### config.mk
export PLATFORM = sky130hd
export DESIGN_NAME = rom_dl_sequencer
export DESIGN_NICKNAME = d
export VERILOG_FILES = /design/src/rtl/rom_dl_sequencer.sv
export SDC_FILE = /design/constraint.sdc
export NUM_CORES = 1
export LEC_CHECK = 0
export BUFFER_PORTS_ARGS = -buffer_cell sky130_fd_sc_hd__buf_4
export CAP_MARGIN = 20
export CORE_ASPECT_RATIO = 1.75
export CORE_UTILIZATION = 45
export CTS_CLUSTER_DIAMETER = 200
export DETAILED_ROUTE_END_ITERATION = 6
export SETUP_SLACK_MARGIN = 0.05
export SYNTH_ARGS = -nofsm -noshare
export SYNTH_HDL_FRONTEND = slang
export SYNTH_SLANG_ARGS = --single-unit
### constraint.sdc
create_clock -name CLK -period 10.3 [get_ports CLK]
set_input_delay 1.545 -clock CLK [delete_from_list [all_inputs] [get_ports CLK]]
set_output_delay 1.545 -clock CLK [all_outputs]
set_load 0.005 [all_outputs]
### src/rtl/rom_dl_sequencer.sv
// ROM download sequencer: buffers HPS ioctl bytes, paces DPRAM writes, tags region,
// and holds the core in reset until the image is written and settled.
module rom_dl_sequencer #(
  parameter logic [7:0]  ROM_INDEX  = 8'd0,
  parameter int          FIFO_DEPTH = 4,
  parameter int          WR_GAP     = 2,
  parameter int          RESET_HOLD = 1024,
  parameter logic [24:0] ROM_SIZE   = 25'h34300
) (
  input  logic        CLK,
  input  logic        RESET_N,
  input  logic        ioctl_download,
  input  logic [7:0]  ioctl_index,
  input  logic        ioctl_wr,
  input  logic [24:0] ioctl_addr,
  input  logic [7:0]  ioctl_dout,
  output logic        ioctl_wait,
  output logic        dl_wr,
  output logic [24:0] dl_addr,
  output logic [7:0]  dl_data,
  output logic [4:0]  dl_region,
  output logic        core_reset,
  output logic        rom_ready,
  output logic        rom_err,
  output logic [15:0] rom_sum
);

  localparam int PTR_W  = $clog2(FIFO_DEPTH);
  localparam int CNT_W  = PTR_W + 1;
  localparam int GAP_W  = (WR_GAP > 1) ? $clog2(WR_GAP) : 1;
  localparam int HOLD_W = $clog2(RESET_HOLD + 1);

  localparam logic [24:0] BOUNDS [18] = '{
    25'h04000, 25'h08000, 25'h0C000, 25'h0E000, 25'h10000, 25'h12000,
    25'h14000, 25'h18000, 25'h1C000, 25'h20000, 25'h24000, 25'h28000,
    25'h2C000, 25'h30000, 25'h34000, 25'h34100, 25'h34200, 25'h34300
  };

  typedef enum logic [2:0] {S_IDLE, S_LOAD, S_DRAIN, S_HOLD, S_RUN} state_t;

  // Region = index of the first boundary strictly above the address.
  function automatic logic [4:0] region_of(input logic [24:0] a);
    logic [4:0] r;
    r = 5'd18;
    for (int i = 17; i >= 0; i--) begin
      if (a < BOUNDS[i]) r = 5'(i);
    end
    return r;
  endfunction

  state_t              state_q, state_d;
  logic                dl_prev_q;
  logic [32:0]         mem_q [FIFO_DEPTH];
  logic [PTR_W-1:0]    wptr_q, wptr_d, rptr_q, rptr_d;
  logic [CNT_W-1:0]    cnt_q, cnt_d;
  logic [GAP_W-1:0]    gap_q, gap_d;
  logic [HOLD_W-1:0]   hold_q, hold_d;
  logic                wr_q, wr_d;
  logic [24:0]         addr_q, addr_d, max_q, max_d;
  logic [7:0]          data_q, data_d;
  logic [4:0]          region_q, region_d;
  logic [15:0]         sum_q, sum_d;
  logic                err_q, err_d, any_q, any_d, wait_q, wait_d;

  logic        start_w, push_req_w, full_w, pop_w, push_w, ovf_w, short_w;
  logic [32:0] head_w;

  assign start_w    = ioctl_download && !dl_prev_q && (ioctl_index == ROM_INDEX);
  assign push_req_w = (state_q == S_LOAD) && ioctl_wr && (ioctl_index == ROM_INDEX);
  assign full_w     = (cnt_q == CNT_W'(FIFO_DEPTH));
  assign pop_w      = (cnt_q != '0) && (gap_q == '0);
  // A pop on a full FIFO frees the slot in the same cycle.
  assign push_w     = push_req_w && (!full_w || pop_w);
  assign ovf_w      = push_req_w && full_w && !pop_w;
  assign head_w     = mem_q[rptr_q];
  assign short_w    = !any_q || (({1'b0, max_q} + 26'd1) < {1'b0, ROM_SIZE});

  always_comb begin : fsm_next
    state_d = state_q;
    case (state_q)
      S_IDLE:  if (start_w) state_d = S_LOAD;
      S_LOAD:  if (!ioctl_download) state_d = S_DRAIN;
      S_DRAIN: if (cnt_q == '0 && gap_q == '0 && !wr_q) state_d = S_HOLD;
      S_HOLD:  if (hold_q == '0) state_d = S_RUN;
      S_RUN:   if (start_w) state_d = S_LOAD;
      default: state_d = S_IDLE;
    endcase
  end

  always_comb begin : fsm_out
    core_reset = (state_q != S_RUN);
    rom_ready  = (state_q == S_RUN);
  end

  always_comb begin : ctrl_next
    wptr_d   = wptr_q;
    rptr_d   = rptr_q;
    cnt_d    = cnt_q;
    gap_d    = gap_q;
    hold_d   = hold_q;
    wr_d     = 1'b0;
    addr_d   = addr_q;
    data_d   = data_q;
    region_d = region_q;
    sum_d    = sum_q;
    err_d    = err_q;
    max_d    = max_q;
    any_d    = any_q;
    if (push_w) begin
      wptr_d = wptr_q + PTR_W'(1);
      any_d  = 1'b1;
      if (ioctl_addr > max_q) max_d = ioctl_addr;
    end
    // The hold counter retriggers on every write so the settle time runs from the last one.
    if (pop_w) begin
      rptr_d   = rptr_q + PTR_W'(1);
      wr_d     = 1'b1;
      addr_d   = head_w[32:8];
      data_d   = head_w[7:0];
      region_d = region_of(head_w[32:8]);
      gap_d    = GAP_W'(WR_GAP - 1);
      hold_d   = HOLD_W'(RESET_HOLD - 1);
      sum_d    = sum_q + {8'd0, head_w[7:0]};
    end else begin
      if (gap_q != '0) gap_d = gap_q - GAP_W'(1);
      if (hold_q != '0) hold_d = hold_q - HOLD_W'(1);
    end
    case ({push_w, pop_w})
      2'b10:   cnt_d = cnt_q + CNT_W'(1);
      2'b01:   cnt_d = cnt_q - CNT_W'(1);
      default: cnt_d = cnt_q;
    endcase
    if (ovf_w) err_d = 1'b1;
    if (state_q == S_DRAIN && state_d == S_HOLD && short_w) err_d = 1'b1;
    if (state_q != S_LOAD && state_d == S_LOAD) begin
      sum_d  = '0;
      err_d  = 1'b0;
      max_d  = '0;
      any_d  = 1'b0;
      hold_d = HOLD_W'(RESET_HOLD - 1);
    end
    wait_d = (cnt_d >= CNT_W'(FIFO_DEPTH - 1));
  end

  always_ff @(posedge CLK or negedge RESET_N) begin
    if (!RESET_N) begin
      state_q   <= S_IDLE;
      dl_prev_q <= 1'b0;
      wptr_q    <= '0;
      rptr_q    <= '0;
      cnt_q     <= '0;
      gap_q     <= '0;
      hold_q    <= '0;
      wr_q      <= 1'b0;
      addr_q    <= '0;
      data_q    <= '0;
      region_q  <= '0;
      sum_q     <= '0;
      err_q     <= 1'b0;
      max_q     <= '0;
      any_q     <= 1'b0;
      wait_q    <= 1'b0;
    end else begin
      state_q   <= state_d;
      dl_prev_q <= ioctl_download;
      wptr_q    <= wptr_d;
      rptr_q    <= rptr_d;
      cnt_q     <= cnt_d;
      gap_q     <= gap_d;
      hold_q    <= hold_d;
      wr_q      <= wr_d;
      addr_q    <= addr_d;
      data_q    <= data_d;
      region_q  <= region_d;
      sum_q     <= sum_d;
      err_q     <= err_d;
      max_q     <= max_d;
      any_q     <= any_d;
      wait_q    <= wait_d;
    end
  end

  always_ff @(posedge CLK) begin
    if (push_w) mem_q[wptr_q] <= {ioctl_addr, ioctl_dout};
  end

  assign ioctl_wait = wait_q;
  assign dl_wr      = wr_q;
  assign dl_addr    = addr_q;
  assign dl_data    = data_q;
  assign dl_region  = region_q;
  assign rom_err    = err_q;
  assign rom_sum    = sum_q;

endmodule

=== Word level (Yosys, flattened, before mapping) ===
Memory sizes are Yosys's and may differ from the RTL's.
Cells that the tools add are included.

* Add/sub/neg operators: 8
* Magnitude comparators: 21
* Eq/ne operators: 11
* Multiplexer cells: 42
* Bitwise logic cells: 1
* Reductions and logical operators: 33

{| class="wikitable"
|+ Operator list
! kind !! number
|-
| 25-bit by 18-bit less-than comparator with 1-bit output (second input constant) || 9
|-
| 25-bit by 17-bit less-than comparator with 1-bit output (second input constant) || 5
|-
| 5-bit two-way mux || 17
|-
| 25-bit by 16-bit less-than comparator with 1-bit output (second input constant) || 3
|-
| 25-bit two-way mux || 3
|-
| 11-bit two-way mux || 3
|-
| 16-bit two-way mux || 2
|-
| 25-bit by 1-bit adder with 26-bit output (second input constant) || 1
|-
| 26-bit by 18-bit less-than comparator with 1-bit output (second input constant) || 1
|-
| 25-bit > comparator || 1
|-
| 25-bit by 15-bit less-than comparator with 1-bit output (second input constant) || 1
|-
| 16-bit by 8-bit adder with 16-bit output || 1
|-
| 1-bit logical AND || 13
|-
| 3-bit two-way mux || 4
|-
| 3-bit case mux with 4 select lines || 1
|-
| 11-bit zero test || 1
|-
| 11-bit nonzero test || 1
|-
| 11-bit by 1-bit subtractor with 11-bit output (second input constant) || 1
|-
| 1-bit two-way mux || 10
|-
| 3-bit by 2-bit == test with 1-bit output (second input constant) || 3
|-
| 3-bit nonzero test || 3
|-
| 8-bit zero test || 1
|-
| 3-bit by 1-bit == test with 1-bit output (second input constant) || 2
|-
| 3-bit == test (second input constant) || 2
|-
| other kinds (18) || 27
|}

* Bits in registers: 106
* RAM bits: 132
* Output and inout bits: 59
* Word-level logic and storage cells: 133
* Memories kept: 1

{| class="wikitable"
|+ Memory list
! memory !! words !! width !! rd ports !! clocked after Yosys merged registers in !! write ports !! line !! RTL
|-
| mem_q || 4 || 33 || 1 || 0 || 1 || 53 || <nowiki>logic [32:0] mem_q [FIFO_DEPTH];</nowiki>
|}

=== Depth between registers and ports, before layout ===
An unclocked memory read counts as a cell.

* Word-level depth: 20
* Gate-level depth with buffers: 12
* Gate-level depth less buffers: 9

=== Least setup slack after synthesis ===
No wires, ideal clock.

* Kind: in2reg
* From: in ioctl_index[1]
* To: mem mem_q[0][0], enable pin
* Data arrival time: 3.411 ns
* Setup slack: 6.496 ns
* Stages on the path: 5
* Path buffers: 1
* Cell sequence: nor4_1 -> and4_1 -> nor2b_1 -> clkbuf_1 -> and2_1

* Cells in the longest elaborated chain, start to end: 5

{| class="wikitable"
|+ RTL lines
! element !! line !! RTL
|-
| start: declaration || 13 || <nowiki>input logic [7:0] ioctl_index,</nowiki>
|-
| 8-bit zero test || 69 || <nowiki>assign push_req_w = (state_q == S_LOAD) && ioctl_wr && (ioctl_index == ROM_INDEX);</nowiki>
|-
| 1-bit logical AND || 69 ||
|-
| 1-bit logical AND || 73 || <nowiki>assign push_w = push_req_w && (!full_w || pop_w);</nowiki>
|-
| 1-bit two-way mux || 184 || <nowiki>if (push_w) mem_q[wptr_q] <= {ioctl_addr, ioctl_dout};</nowiki>
|-
| 1-bit two-way mux (implied by the code) || 184 ||
|-
| end: declaration || 53 ||
|}

Every way passes these cells.

=== Worst setup path after layout ===
* From: in ioctl_addr[18]
* To: reg max_q[18]

* Cells in the longest elaborated chain, start to end: 3
* Elaborated cells between the ends (all ways): 6

{| class="wikitable"
|+ RTL lines
! element !! line !! RTL
|-
| start: declaration || 15 || <nowiki>input logic [24:0] ioctl_addr,</nowiki>
|-
| 25-bit > comparator / 25-bit two-way mux (equally long branches) || 112 || <nowiki>if (ioctl_addr > max_q) max_d = ioctl_addr;</nowiki>
|-
| 2-bit nonzero test (no line) / 25-bit two-way mux (equally long branches) || -- ||
|-
| 2-bit AND reduction (no line) / 25-bit two-way mux (equally long branches) || -- ||
|-
| end signal: assignment || 177 || <nowiki>max_q <= max_d;</nowiki>
|-
| end: declaration || 59 || <nowiki>logic [24:0] addr_q, addr_d, max_q, max_d;</nowiki>
|}

Several ways; a longest one is shown, not always the timed one. The select of a mux whose other input is x is not followed.
A chain may end at the register's enable or synchronous reset.

==> impl_metrics.env <==
export IMPL_syn_area_mm2=0.01039
export IMPL_synth_top_cell_area_share_pct=38.15
export IMPL_setup_tns_final_ns=0
export IMPL_yosys_register_bits=237
export IMPL_design_portCount=104
export IMPL_setup_viol=0
export IMPL_synth_warning_count=0
export IMPL_critical_path_required_ns=10.69
export IMPL_cts_root_buf="sky130_fd_sc_hd__clkbuf_16"
export IMPL_synth_most_common_cell="sky130_fd_sc_hd__nand2_1"
export IMPL_status="finished clean"
export IMPL_worst_path_max_delay_cell="sky130_fd_sc_hd__a2111oi_0"
export IMPL_rsz0062_at_grt="false"
export IMPL_cts_tree="yes"
export IMPL_postRouteAntennaNets=0
export IMPL_area_growth_synth_to_final_pct=17.91
export IMPL_crit_cells=9
export IMPL_final_nets=984
export IMPL_synth_top_cells_by_count="sky130_fd_sc_hd__nand2_1 (142), sky130_fd_sc_hd__edfxtp_1 (132), sky130_fd_sc_hd__dfrtp_1 (105)"
export IMPL_dr_total_vias=6431
export IMPL_clock_latency_ns=0.51
export IMPL_max_cap_viol_count=0
export IMPL_crit_path_end="max_q[18]$_DFFE_PN0P_"
export IMPL_initial_antenna_violation_count=0
export IMPL_min_period_over_period_pct=40.62
export IMPL_hold_path_class="register to register"
export IMPL_antenna_cells=0
export IMPL_yosysTopAreaCell="sky130_fd_sc_hd__edfxtp_1"
export IMPL_syn_area_per_cell_um2=13.18
export IMPL_routed_wl_um=22140
export IMPL_synth_edf_count=132
export IMPL_tritoncts_num_buffers=23
export IMPL_worst_path_max_fanout=15
export IMPL_total_power_mw=3.123
export IMPL_worstSetupStartpoint="ioctl_addr[18]"
export IMPL_synth_fp_nets=873
export IMPL_synth_lib_cells_used_distinct=56
export IMPL_maxSlewViolCount=0
export IMPL_dieArea_mm2=0.02372
export IMPL_placed_cells_incl_taps=1174
export IMPL_rows=73
export IMPL_cp_end_kind="register"
export IMPL_grt_pass1_vias=6595
export IMPL_sequential_cell_area_mm2=0.006593
export IMPL_ctsHoldBuffers=0
export IMPL_hold_slack_ns=0.4743
export IMPL_fmax_mhz=239.0
export IMPL_critical_path_top_delay_family="compound AO/OA/AOI/OAI gates"
export IMPL_finalNonFillerCells=1215
export IMPL_die_w_um=116.9
export IMPL_synthesis_instances=788
export IMPL_worst_clock_skew_ns=0.008996
export IMPL_cts_repair_resized=0
export IMPL_dieHeight_um=203
export IMPL_number_of_buffer_cells_added_on_primary_ports=103
export IMPL_multi_input_comb_area_mm2=0.003537
export IMPL_timing_rr_start="max_q[18]$_DFFE_PN0P_"
export IMPL_worst_slack_ns=6.117
export IMPL_hpwlAfterDp_um=15100
export IMPL_ratio_of_cells_with_drive_above_1_in_the_final_layout_pct=23.50
export IMPL_fp_coreArea_mm2=0.02265
export IMPL_wire_per_inst_um=18.22
export IMPL_gp_congestion=0.8412
export IMPL_worst_ir_drop_vdd_mv=0.1485
export IMPL_power_leakage_nw=4.966
export IMPL_post_drt_via_cell_ratio=5.293
export IMPL_post_cts_repair_setup_buffers=0
export IMPL_cp_arrival_ns=4.57
export IMPL_detail_route_first_pass_iterations=4
export IMPL_setup_worst_path_start_class="primary input"
export IMPL_final_area_mm2=0.01225
export IMPL_postSynth_asyncResetShare_pct=44.30
export IMPL_dpl_worst_slack_ns=5.633
export IMPL_grt_start_max_net_pins=64
export IMPL_critical_path_cell_chain="buf_4, ha_1, a21o_1, a21o_1, a2111oi_0, o21ai_0, o21ai_2, buf_4, mux2_2"
export IMPL_global_route_usage_sum_pct=19.71
export IMPL_utilization_pct=54.08
export IMPL_numClockSinks=237
export IMPL_power_per_cell_area_mw_per_mm2=255.0
export IMPL_drt_drc_violations_left=0
export IMPL_rr_endpoint="max_q[18]$_DFFE_PN0P_"
export IMPL_placed_area_mm2=0.01151
export IMPL_critical_path_buf_inv_count=2
export IMPL_max_slew_worst_pin_slew_ns=0.9925
export IMPL_critical_path_max_stage_delay_ns=0.66
export IMPL_timing_hold_worst_path_depth=2
export IMPL_final_worst_path_period_need_ns=4.183
export IMPL_remaining_max_slew_budget_at_the_tightest_pin_pct=33.84
export IMPL_top_post_synthesis_cells_by_area="sky130_fd_sc_hd__edfxtp_1 (38%), sky130_fd_sc_hd__dfrtp_1 (25%), sky130_fd_sc_hd__mux4_2 (6.9%)"
export IMPL_ctsHtreeMaxLevel=1
export IMPL_clock_tree_buffer_depth=3
export IMPL_start_util_pct=45.86
export IMPL_drt_initial_drc_count=299
export IMPL_globalRoute_totalOverflow=0
export IMPL_grt_pass1_wl_um=35220
export IMPL_ys_seq_area_share_pct=63.45
export IMPL_fill_cells=1986
export IMPL_setup_worst_path_class="primary input to register"
export IMPL_path_clk_slew_ns=0.06
export IMPL_reg2regPathDepth=9
export IMPL_rrSetupSlack_ns=6.90
export IMPL_yosys_most_used_dff="sky130_fd_sc_hd__edfxtp_1"
export IMPL_hold_viol_final=0
## where the power goes
part           switching, mW  total (mW)  leakage (nW)  internal, mW
Sequential             0.110        1.25          2.34          1.13
Combinational          0.563        1.05          2.26         0.484
Clock                  0.347       0.831         0.362         0.484
## worst min path at each step
stage / endpoint / start
final: dl_data[2]$_DFFE_PN0P_ / dl_data[2]$_DFFE_PN0P_
after global routing: dl_addr[19]$_DFFE_PN0P_ / dl_addr[19]$_DFFE_PN0P_
after CTS: dl_data[2]$_DFFE_PN0P_ / dl_data[2]$_DFFE_PN0P_
after detailed placement: dl_data[2]$_DFFE_PN0P_ / dl_data[2]$_DFFE_PN0P_
after global placement: dl_data[0]$_DFFE_PN0P_ / dl_data[0]$_DFFE_PN0P_
after floorplan: state_q[1]$_DFF_PN0_ / state_q[2]$_DFF_PN0_
## area by class of cell
class | count | share of cell area [%]
Clock inverter | 16 | 1.267
Timing Repair Buffer | 115 | 7.048
Tap cell | 300 | 3.064
Multi-Input combinational cell | 484 | 28.88
Inverter | 38 | 1.164
Clock buffer | 25 | 4.760
Sequential cell | 237 | 53.82
## registers in the layout (all words and copies together) (netlist names), 2 cells and up
signal / cells
dl_region: 5
dl_addr: 25
max_q: 25
cnt_q: 3
state_q: 3
dl_data: 8
hold_q: 11
wptr_q: 2
mem_q: 132
rptr_q: 2
rom_sum: 16
## logic make-up (layout without fill, tap and decap cells)
group           count (synthesis)  after routing  synth area share, %
compound gates                 96             96                5.902
xor+xnor                       17             17                1.433
fa+ha+maj                      40             40                4.962
buf+inv                        67            194                2.589
flops                         237            237                63.45
mux                            59             59                9.996
simple gates                  272            272                11.67
## worst reg2reg max path: cells and delay by family, from the launching register on
kind                       cells  cell delay (ns)
AOI/OAI and AO/OA              5             1.87
buffers and inverters          2             0.42
muxes                          1             0.37
DFF                            1             0.35
adders and majority gates      1             0.28
## layout by cell type, fill, tap and decap left out, types with 3 or more instances in the layout
master	netlist	layout
sky130_fd_sc_hd__o211ai_1	3	3
sky130_fd_sc_hd__mux2_2	25	25
sky130_fd_sc_hd__nand4_1	10	10
sky130_fd_sc_hd__ha_1	38	38
sky130_fd_sc_hd__nand3_1	14	14
sky130_fd_sc_hd__and2_1	4	4
sky130_fd_sc_hd__nor2_1	52	52
sky130_fd_sc_hd__clkinv_2	0	7
sky130_fd_sc_hd__nand2b_1	5	5
sky130_fd_sc_hd__nor4_1	10	10
sky130_fd_sc_hd__o41ai_1	3	3
sky130_fd_sc_hd__a211oi_1	4	4
sky130_fd_sc_hd__o21a_1	6	6
sky130_fd_sc_hd__nor3_1	12	11
sky130_fd_sc_hd__nor2b_1	3	3
sky130_fd_sc_hd__clkinv_1	1	5
sky130_fd_sc_hd__dfrtp_1	105	104
sky130_fd_sc_hd__or3_1	8	8
sky130_fd_sc_hd__mux4_2	32	32
sky130_fd_sc_hd__nand2_1	142	142
sky130_fd_sc_hd__edfxtp_1	132	132
sky130_fd_sc_hd__o311ai_0	3	3
sky130_fd_sc_hd__inv_1	37	37
sky130_fd_sc_hd__clkbuf_16	0	23
sky130_fd_sc_hd__a21oi_1	30	30
sky130_fd_sc_hd__a21o_1	7	7
sky130_fd_sc_hd__bufinv_16	0	3
sky130_fd_sc_hd__o21ai_0	24	24
sky130_fd_sc_hd__buf_4	1	115
sky130_fd_sc_hd__xnor2_1	12	12
sky130_fd_sc_hd__xor2_1	5	5
## metal layers
| metal | routed length (um) | global-route usage [%] | part of all wire (%) | vias to the layer above |
|---|---|---|---|---|
| met5 | 0 | 0 | 0 | - |
| met4 | 529 | 7.188 | 2.4 | 0 |
| met3 | 747 | 2.478 | 3.4 | 32 |
| met2 | 12200 | 36.24 | 55 | 134 |
| met1 | 8667 | 22.95 | 39 | 3183 |
| li1 | - | - | - | 3082 |
(Power assumes the default switching activity.)
